--- src/rtl/fir_mult_arbiter.sv ---
// fir_mult_arbiter
// Round-robin scheduler that shares one fixed-latency pipelined multiplier
// between NUM_REQ FIR tap channels. The scheduler accepts at most one operand
// pair per cycle and registers it into the multiplier. A tag pipeline follows
// every in-flight product, so each result is returned to the channel that
// issued it.
//
// Optional feature: define FIR_ARB_LOCK_EN to add the req_lock input. A
// granted requester with its lock bit set keeps top priority while it stays
// valid, which supports back-to-back tap bursts.
//
// Ports:
//   clk, reset      clock; asynchronous active-high reset
//   req_valid       per-requester operand-pair valid (held until accepted)
//   req_a, req_b    packed operands; requester i at [i*DATA_WIDTH +: DATA_WIDTH]
//   req_lock        (FIR_ARB_LOCK_EN only) per-requester priority lock
//   req_ready       one-hot grant, combinational from req_valid and pointer
//   mult_in_valid   registered operand valid to the multiplier
//   mult_a, mult_b  registered operands to the multiplier
//   mult_result     multiplier product, PIPE_STAGES cycles after mult_in_valid
//   resp_valid      one-hot owner of the product present this cycle
//   resp_data       product passed through unmodified
//   busy            any product in flight or any grant this cycle
module fir_mult_arbiter #(
    parameter int unsigned NUM_REQ     = 4,
    parameter int unsigned DATA_WIDTH  = 16,
    parameter int unsigned PIPE_STAGES = 3
) (
    input  logic                            clk,
    input  logic                            reset,
    input  logic [NUM_REQ-1:0]              req_valid,
    input  logic [NUM_REQ*DATA_WIDTH-1:0]   req_a,
    input  logic [NUM_REQ*DATA_WIDTH-1:0]   req_b,
`ifdef FIR_ARB_LOCK_EN
    input  logic [NUM_REQ-1:0]              req_lock,
`endif
    output logic [NUM_REQ-1:0]              req_ready,
    output logic                            mult_in_valid,
    output logic [DATA_WIDTH-1:0]           mult_a,
    output logic [DATA_WIDTH-1:0]           mult_b,
    input  logic [2*DATA_WIDTH-1:0]         mult_result,
    output logic [NUM_REQ-1:0]              resp_valid,
    output logic [2*DATA_WIDTH-1:0]         resp_data,
    output logic                            busy
);

    localparam int unsigned ID_W      = (NUM_REQ > 1) ? $clog2(NUM_REQ) : 1;
    localparam int unsigned TAG_DEPTH = PIPE_STAGES + 1;
    localparam int unsigned TAIL      = PIPE_STAGES;
    localparam logic [ID_W-1:0] LAST_ID = ID_W'(NUM_REQ - 1);

    logic [ID_W-1:0]       ptr_q;
    logic [ID_W-1:0]       ptr_d;
    logic [NUM_REQ-1:0]    grant_c;
    logic [ID_W-1:0]       grant_id_c;
    logic                  xfer_c;
    logic                  hold_c;
    logic [DATA_WIDTH-1:0] sel_a_c;
    logic [DATA_WIDTH-1:0] sel_b_c;
    logic [TAG_DEPTH-1:0]  tag_vld_q;
    logic [ID_W-1:0]       tag_id_q [TAG_DEPTH];

    // Round-robin search: first scan ptr..NUM_REQ-1, then wrap to 0..ptr-1.
    always_comb begin
        grant_c    = '0;
        grant_id_c = '0;
        xfer_c     = 1'b0;
        for (int i = 0; i < NUM_REQ; i++) begin
            if (!xfer_c && req_valid[i] && (ID_W'(i) >= ptr_q)) begin
                xfer_c     = 1'b1;
                grant_id_c = ID_W'(i);
            end
        end
        for (int i = 0; i < NUM_REQ; i++) begin
            if (!xfer_c && req_valid[i] && (ID_W'(i) < ptr_q)) begin
                xfer_c     = 1'b1;
                grant_id_c = ID_W'(i);
            end
        end
        grant_c[grant_id_c] = xfer_c;
    end

    // Operand mux for the granted requester.
    always_comb begin
        sel_a_c = '0;
        sel_b_c = '0;
        for (int i = 0; i < NUM_REQ; i++) begin
            if (grant_c[i]) begin
                sel_a_c = req_a[i*DATA_WIDTH +: DATA_WIDTH];
                sel_b_c = req_b[i*DATA_WIDTH +: DATA_WIDTH];
            end
        end
    end

    // A locked grant keeps the pointer on the winner instead of advancing.
`ifdef FIR_ARB_LOCK_EN
    assign hold_c = req_lock[grant_id_c];
`else
    assign hold_c = 1'b0;
`endif

    // Next priority pointer.
    always_comb begin
        ptr_d = ptr_q;
        if (xfer_c) begin
            if (hold_c) begin
                ptr_d = grant_id_c;
            end else if (grant_id_c == LAST_ID) begin
                ptr_d = '0;
            end else begin
                ptr_d = grant_id_c + ID_W'(1);
            end
        end
    end

    // Pointer, multiplier operand registers and tag pipeline.
    // The tag pipeline is one entry deeper than the multiplier because the
    // operand register adds one cycle ahead of the multiplier itself.
    always_ff @(posedge clk or posedge reset) begin
        if (reset) begin
            ptr_q         <= '0;
            mult_in_valid <= 1'b0;
            mult_a        <= '0;
            mult_b        <= '0;
            tag_vld_q     <= '0;
            for (int s = 0; s < TAG_DEPTH; s++) begin
                tag_id_q[s] <= '0;
            end
        end else begin
            ptr_q         <= ptr_d;
            mult_in_valid <= xfer_c;
            if (xfer_c) begin
                mult_a <= sel_a_c;
                mult_b <= sel_b_c;
            end
            tag_vld_q   <= {tag_vld_q[TAG_DEPTH-2:0], xfer_c};
            tag_id_q[0] <= grant_id_c;
            for (int s = 1; s < TAG_DEPTH; s++) begin
                tag_id_q[s] <= tag_id_q[s-1];
            end
        end
    end

    // The tail tag lines up with the product leaving the multiplier.
    always_comb begin
        resp_valid                 = '0;
        resp_valid[tag_id_q[TAIL]] = tag_vld_q[TAIL];
    end

    assign resp_data = mult_result;
    assign req_ready = grant_c;
    assign busy      = (|tag_vld_q) | (|grant_c);

endmodule

--- config.mk ---
export PLATFORM = sky130hd
export DESIGN_NAME = fir_mult_arbiter
export DESIGN_NICKNAME = d
export VERILOG_FILES = /design/src/rtl/fir_mult_arbiter.sv
export SDC_FILE = /design/constraint.sdc
export NUM_CORES = 1
export LEC_CHECK = 0
export ABC_AREA = 1
export BUFFER_PORTS_ARGS = -buffer_cell sky130_fd_sc_hd__clkbuf_2
export CAP_MARGIN = 25
export CORE_MARGIN = 2
export CORE_UTILIZATION = 43
export CTS_BUF_LIST = sky130_fd_sc_hd__clkbuf_16
export DETAILED_ROUTE_END_ITERATION = 10
export GPL_ROUTABILITY_DRIVEN = 0
export GPL_TIMING_DRIVEN = 0
export HOLD_SLACK_MARGIN = 0.12
export MAX_ROUTING_LAYER = met4
export PLACE_DENSITY_LB_ADDON = 0.08
export SLEW_MARGIN = 0
export SYNTH_ARGS = -nofsm -noshare
export SYNTH_HDL_FRONTEND = slang
export SYNTH_SLANG_ARGS = --single-unit
--- constraint.sdc ---
create_clock -name clk -period 3.1 [get_ports clk]
set_clock_uncertainty 0.1 [all_clocks]
set_input_delay 0.62 -clock clk [delete_from_list [all_inputs] [get_ports clk]]
set_output_delay 0.62 -clock clk [all_outputs]
set_load 0.05 [all_outputs]
==> results of run 1 <==
## synthesized netlist by cell type (4+ instances only)
library cell | number | area [µm²]
nor3_1 | 5 | 25.02
nand3b_1 | 6 | 45.04
nand2_1 | 249 | 934.7
clkbuf_1 | 13 | 48.80
dfrtp_1 | 46 | 1151
buf_2 | 14 | 70.07
buf_4 | 34 | 255.2
ha_1 | 4 | 50.05
o21ai_0 | 4 | 20.02
nand3_1 | 72 | 360.4
inv_1 | 79 | 296.5
nand4_1 | 12 | 75.07
nor2_1 | 21 | 78.83
a21oi_1 | 13 | 65.06
buf_6 | 5 | 56.30
clkinv_1 | 4 | 15.01
## placed cells by master, fill, tap and decap left out, drive strengths merged
cell and count:
o21ai 4, nor3 5, nor4 1, nor2 22
a21oi 13, o22ai 1, nand4 13, ha 4
nand3b 6, nand2 250, bufinv 1, clkbuf 225
dfrtp 46, inv 79, clkinv 5, buf 53
clkinvlp 2, nand3 72
## sequential cells by signal (all words and copies together) (netlist names)
name,count
mult_a,16
tag_id_q,8
mult_b,16
tag_vld_q,4
ptr_q,2
## worst max-delay path by stage
stage,from,end
6_report,ptr_q[1],req_ready[1]
5_1_grt,req_valid[0],req_ready[2]
3_5_place_dp,req_valid[1],req_ready[1]
2_1_floorplan,req_valid[2],req_ready[2]
4_1_cts,ptr_q[1],req_ready[1]
3_3_place_gp,req_valid[2],req_ready[1]
## cells by family (layout without fill, tap and decap cells)
family          after synthesis  after routing
buf+inv                     151            365
flops                        46             46
simple gates                369            369
compound gates               18             18
fa+ha+maj                     4              4
## stage by stage
stage               hold WS, ns  power (mW)  TNS (ns)    util
floorplan                0.2312       3.171         0       -
global placement         0.2327       3.833   -0.9473  0.5833
detailed placement       0.2363       3.889    -1.263  0.5866
CTS                      0.2515       4.588         0  0.6152
global route             0.2551       4.940   -0.1236  0.6197
finish                   0.2507       4.600         0  0.6197
## per-layer routing
| layer | vias to the layer above | track usage | part of all wire |
|---|---|---|---|
| met4 | 0 | 0.06548 | 0.017 |
| met2 | 201 | 0.4319 | 0.49 |
| met3 | 21 | 0.03636 | 0.078 |
| met1 | 1926 | 0.3100 | 0.41 |
| li1 | 2180 | - | - |
| met5 | - | - | 0 |
## where the power goes
part,switching (mW),leakage [nW],internal (mW),total (mW)
logic,2.12,2.58,0.842,2.96
registers,0.143,0.548,0.868,1.01
clock network,0.244,0.0760,0.381,0.624
## what timing repair did
item	4_1_cts	5_1_grt
gates resized for setup	21	11
endpoints found under the setup margin	4	4
setup buffers	0	0
pin swaps	2	3
## area by class of cell
cell class,instances,area share
Buffer,65,0.09039
Tap cell,105,0.02593
Inverter,84,0.06248
Multi-Input combinational cell,391,0.3460
Clock inverter,3,0.008891
Timing Repair Buffer,208,0.2144
Clock buffer,5,0.02470
Sequential cell,46,0.2272
## critical path: stages (launching register included)
cell,delay [ns]
dfrtp_1,0.39
inv_1,0.08
nand2_2,0.10
nand2_4,0.09
nor3_4,0.21
nand2_2,0.11
o22ai_4,0.16
inv_2,0.06
ha_2,0.19
clkbuf_8,0.16
nand2_1,0.08
inv_2,0.07
buf_6,0.14
clkbuf_8,0.17
==> reports/results.ini, run 1 <==
[logic_synthesis]
yosysSeqAreaShare=0.3197
synth_compound_area_frac=0.02536
ys_types=23
ys_seq_elements=46
ys_async_sr_fraction=1.000
synth_edf_count=0
yosysWarnings=0
synth_xor_area_frac=0
syn_area_um2=3601
syn-num-nets=758
synth_mux_area_frac=0
synth-simple-area-share=0.4329
syn_avg_cell_area_um2=6.124
synthFlopType=dfrtp_1
synth_cells=588
synthAdderAreaFrac=0.01390
synth_top_family_by_area=simple AND/OR/NAND/NOR gates

[setup_path]
ff2ff_path_depth=15
rrSetupSlack_ns=0.50
r2r_start=ptr_q[1]
required_ns=2.38
endpoint_kind=output port
cp-start-kind=register
crit_arrival_ns=2.31
regToRegEndpoint=mult_a[8]
path_class=reg -> out
path_max_fanout=10

[clock_tree]
clkTransAtPathRegs_ns=0.07
cts-root-buf=clkbuf_16
htree_levels=2
clk_path_buf_depth=2
cts_buffers=5
cts_sinks=46
holdBufCountCts=0
cts_tree=done
clk-insertion-delay-late_ns=0.29

[sta]
slew_viol_final=0
finalSetupViolCount=0
post-route-period-util=0.9761
hold_viol_final=0
layout_min_cycle_time_ns=3.026
worst_pin_slew_ns=0.5794
relSlewSlack=0.6132
rsz0062_at_grt=yes
fmax_mhz=330.5
layout_setup_ws_ns=0.07408

[grt]
grt_pass1_wl_um=17300
grtUsageTotal=0.2511
grt_pass1_vias=3857
grt_max_degree=25
antenna_found_initial=0
gr-total-overflow=0

[final_layout]
antenna_cells=0
synthToLayoutAreaGrowth_pct=40.69
fill_cells=823
multi_input_comb_area_um2=1753
final_nets=971
ff_latch_area_um2=1151
final_cells=907
drive_above_1_share=0.3566
finalInstanceArea_um2=5066

[routing]
dr.pass1.iters=5
drtIter0Drc=150
wl_um=11540
drtAntennaViolNets=0
vias=4328
drcViolationCount=0
viasPerCell=4.772
wl_per_cell_um=12.72

[hold_path]
hold_path_class=reg -> reg
holdPathEnd=tag_id_q[1]
min_from=tag_id_q[3]
min_path_cells=0

[floorplan]
design.core.area_um2=8175
dieWidth_um=95.51
ios=240
rows=33
die_area_um2=9122
die_h_um=95.51
initial_utilization=0.4405

[outcome]
status=completed

[placement]
pre_cts_slack_ns=-0.3900
port_buffers=207
hpwl_um=9051
placed_area_um2=4796
placedCellCount=901

[pwr]
p_leak_nw=3.200
ir_worst_vdd_v=0.0006000
pwr_density_cell_nw_per_um2=908.0

[flow_run]
max_cap_violations=0

(Power assumes the default switching activity.)
==> run 2: changes to the inputs <==
--- a/config.mk
+++ b/config.mk
@@ -15,7 +15,6 @@
 export GPL_ROUTABILITY_DRIVEN = 0
 export GPL_TIMING_DRIVEN = 0
 export HOLD_SLACK_MARGIN = 0.12
-export MAX_ROUTING_LAYER = met4
 export PLACE_DENSITY_LB_ADDON = 0.08
 export SLEW_MARGIN = 0
 export SYNTH_ARGS = -nofsm -noshare
==> run 2 against run 1 <==
  * First-iteration DRC count is 8.7% lower
  * Critical path depth stayed put
  * Final cell count stayed put
  * Worst setup slack better by 0.0080 ns
  * Clock-buffer cell count stayed put
  * Design area stayed put
  * Utilization stayed put
  * Global-route usage is 0.72 points lower
  * Clock power hardly changed
  * Via count is 0.23% lower
  * Combinational power hardly changed
  * Maximum frequency is 0.27% higher
==> reports/results.ini, run 2 (synthesis gave the netlist of run 1 again) <==
[sta]
fmax_mhz=331.4  ; +0.27%
finalSetupViolCount=0  ; unchanged
worst_pin_slew_ns=0.5775  ; -0.001840 ns
slew_viol_final=0  ; unchanged
rsz0062_at_grt=yes
layout_min_cycle_time_ns=3.018  ; -0.007998 ns
hold_viol_final=0  ; unchanged
relSlewSlack=0.6144  ; +0.001229
tns_ns=0  ; unchanged
post-route-period-util=0.9735  ; -0.002580

[setup_path]
path_max_fanout=10  ; unchanged
rrSetupSlack_ns=0.53  ; +0.03 ns
endpoint_kind=output port
required_ns=2.38  ; about the same
path_class=in -> out
cp-start-kind=input port
crit_arrival_ns=2.30  ; about the same
r2r_start=ptr_q[1]
regToRegEndpoint=mult_a[8]
ff2ff_path_depth=15  ; unchanged

[pwr]
power_mw=4.597  ; about the same
ir_worst_vdd_v=0.0005986  ; -0.24%
p_leak_nw=3.200  ; unchanged
pwr_density_cell_nw_per_um2=907.4  ; about the same

[final_layout]
final_common_cell=nand2_1
reg_top3=mult_a: 16 flops, mult_b: 16 flops, tag_id_q: 8 flops
fill_cells=823  ; unchanged
final_nets=971  ; unchanged
antenna_cells=0  ; unchanged
drive_above_1_share=0.3566  ; unchanged
final_cells=907  ; unchanged
layout_common_cells=nand2_1, clkbuf_2, inv_1, nand3_1, dfrtp_1
synthToLayoutAreaGrowth_pct=40.69  ; unchanged
finalInstanceArea_um2=5066  ; unchanged

[grt]
grtUsageTotal=0.2439  ; -0.007193
grt_max_degree=25  ; unchanged
grt_pass1_wl_um=17290  ; about the same
gr-total-overflow=0  ; unchanged
antenna_found_initial=0  ; unchanged
grt_pass1_vias=3863  ; +0.16%

[routing]
viasPerCell=4.761  ; -0.23%
vias=4318  ; -0.23%
drtAntennaViolNets=0  ; unchanged
drcViolationCount=0  ; unchanged
dr.pass1.iters=4  ; -1
drtIter0Drc=137  ; -8.7%
wl_per_cell_um=12.68  ; -0.34%
wl_um=11500  ; -0.34%

[clock_tree]
clkTransAtPathRegs_ns=0.07  ; about the same
clk-insertion-delay-late_ns=0.29  ; about the same
cts_sinks=46  ; unchanged
holdBufCountCts=0  ; unchanged
cts-root-buf=clkbuf_16
htree_levels=2  ; unchanged
cts_tree=done
clk_path_buf_depth=2  ; unchanged
cts_buffers=5  ; unchanged
post-cts-setup-buffers=0  ; unchanged

[hold_path]
min_path_cells=0  ; unchanged
min_from=tag_id_q[3]
holdPathEnd=tag_id_q[1]
hold_path_class=reg -> reg

[outcome]
status=completed

[floorplan]
dieWidth_um=95.51  ; unchanged
design.core.area_um2=8175  ; unchanged
initial_utilization=0.4405  ; unchanged
die_area_um2=9122  ; unchanged
rows=33  ; unchanged
ios=240  ; unchanged
die_h_um=95.51  ; unchanged

[placement]
placed_area_um2=4796  ; unchanged
hpwl_um=9051  ; unchanged
placedCellCount=901  ; unchanged
port_buffers=207  ; unchanged

[flow_run]
max_cap_violations=0  ; unchanged

-- run 2: cell counts in the layout (fill, tap and decap cells not counted) --
Identical to the previous run, type by type.
-- run 2: critical path: stages --
cell	delay (ns)
clkbuf_2	0.13
nand2_2	0.11
nand2_4	0.09
nor3_4	0.20
nand2_1	0.09
nand2_2	0.13
inv_1	0.08
ha_1	0.20
buf_2	0.17
nand2_4	0.11
buf_6	0.15
inv_1	0.05
clkbuf_8	0.17
-- run 2: layout make-up --
cell class | count | area (µm²) | area share
Buffer | 65 | 457.9 | 0.09039
Clock buffer | 5 | 125.1 | 0.02470
Clock inverter | 3 | 45.04 | 0.008891
Inverter | 84 | 316.6 | 0.06248
Multi-Input combinational cell | 391 | 1753 | 0.3460
Sequential cell | 46 | 1151 | 0.2272
Tap cell | 105 | 131.4 | 0.02593
Timing Repair Buffer | 208 | 1086 | 0.2144
-- run 2: layer usage --
layer / global-route usage / vias to the layer above / share of wire
met3: 0.04664 / 18 / 0.083
met4: 0.06548 / 0 / 0.018
met1: 0.3031 / 1925 / 0.41
met5: 0 / - / 0
met2: 0.4319 / 196 / 0.49
li1: - / 2179 / -
-- run 2: worst max-delay path by stage --
stage	from	end	slack (ns)	cells after the start
after floorplan	req_valid[2]	req_ready[2]	0.18	10
after CTS	ptr_q[1]	req_ready[1]	0.01	13
after global routing	req_valid[0]	req_ready[2]	-0.05	12
after global placement	req_valid[2]	req_ready[1]	-0.31	13
final	req_valid[0]	req_ready[2]	0.08	13
after detailed placement	req_valid[1]	req_ready[1]	-0.39	13
-- run 2: stage by stage --
| stage | hold slack (ns) | worst slack (ns) | util |
|---|---|---|---|
| after global routing | 0.2551 | -0.04941 | 0.6197 |
| after CTS | 0.2515 | 0.01433 | 0.6152 |
| after floorplan | 0.2312 | 0.1826 | - |
| after detailed placement | 0.2363 | -0.3900 | 0.5866 |
| after global placement | 0.2327 | -0.3117 | 0.5833 |
| final | 0.2493 | 0.08208 | 0.6197 |
-- run 2: power breakdown --
part	switching [mW]	total [mW]	internal, mW
registers	0.142	1.01	0.868
logic	2.12	2.96	0.842
clock network	0.243	0.624	0.381
total	2.51	4.60	2.09
-- run 2: what timing repair did --
| item | CTS | global route |
|---|---|---|
| resized for setup | 21 | 11 |
| hold endpoints to repair | 0 | 0 |
| pin swaps | 2 | 3 |
| endpoints found under the setup margin | 4 | 4 |
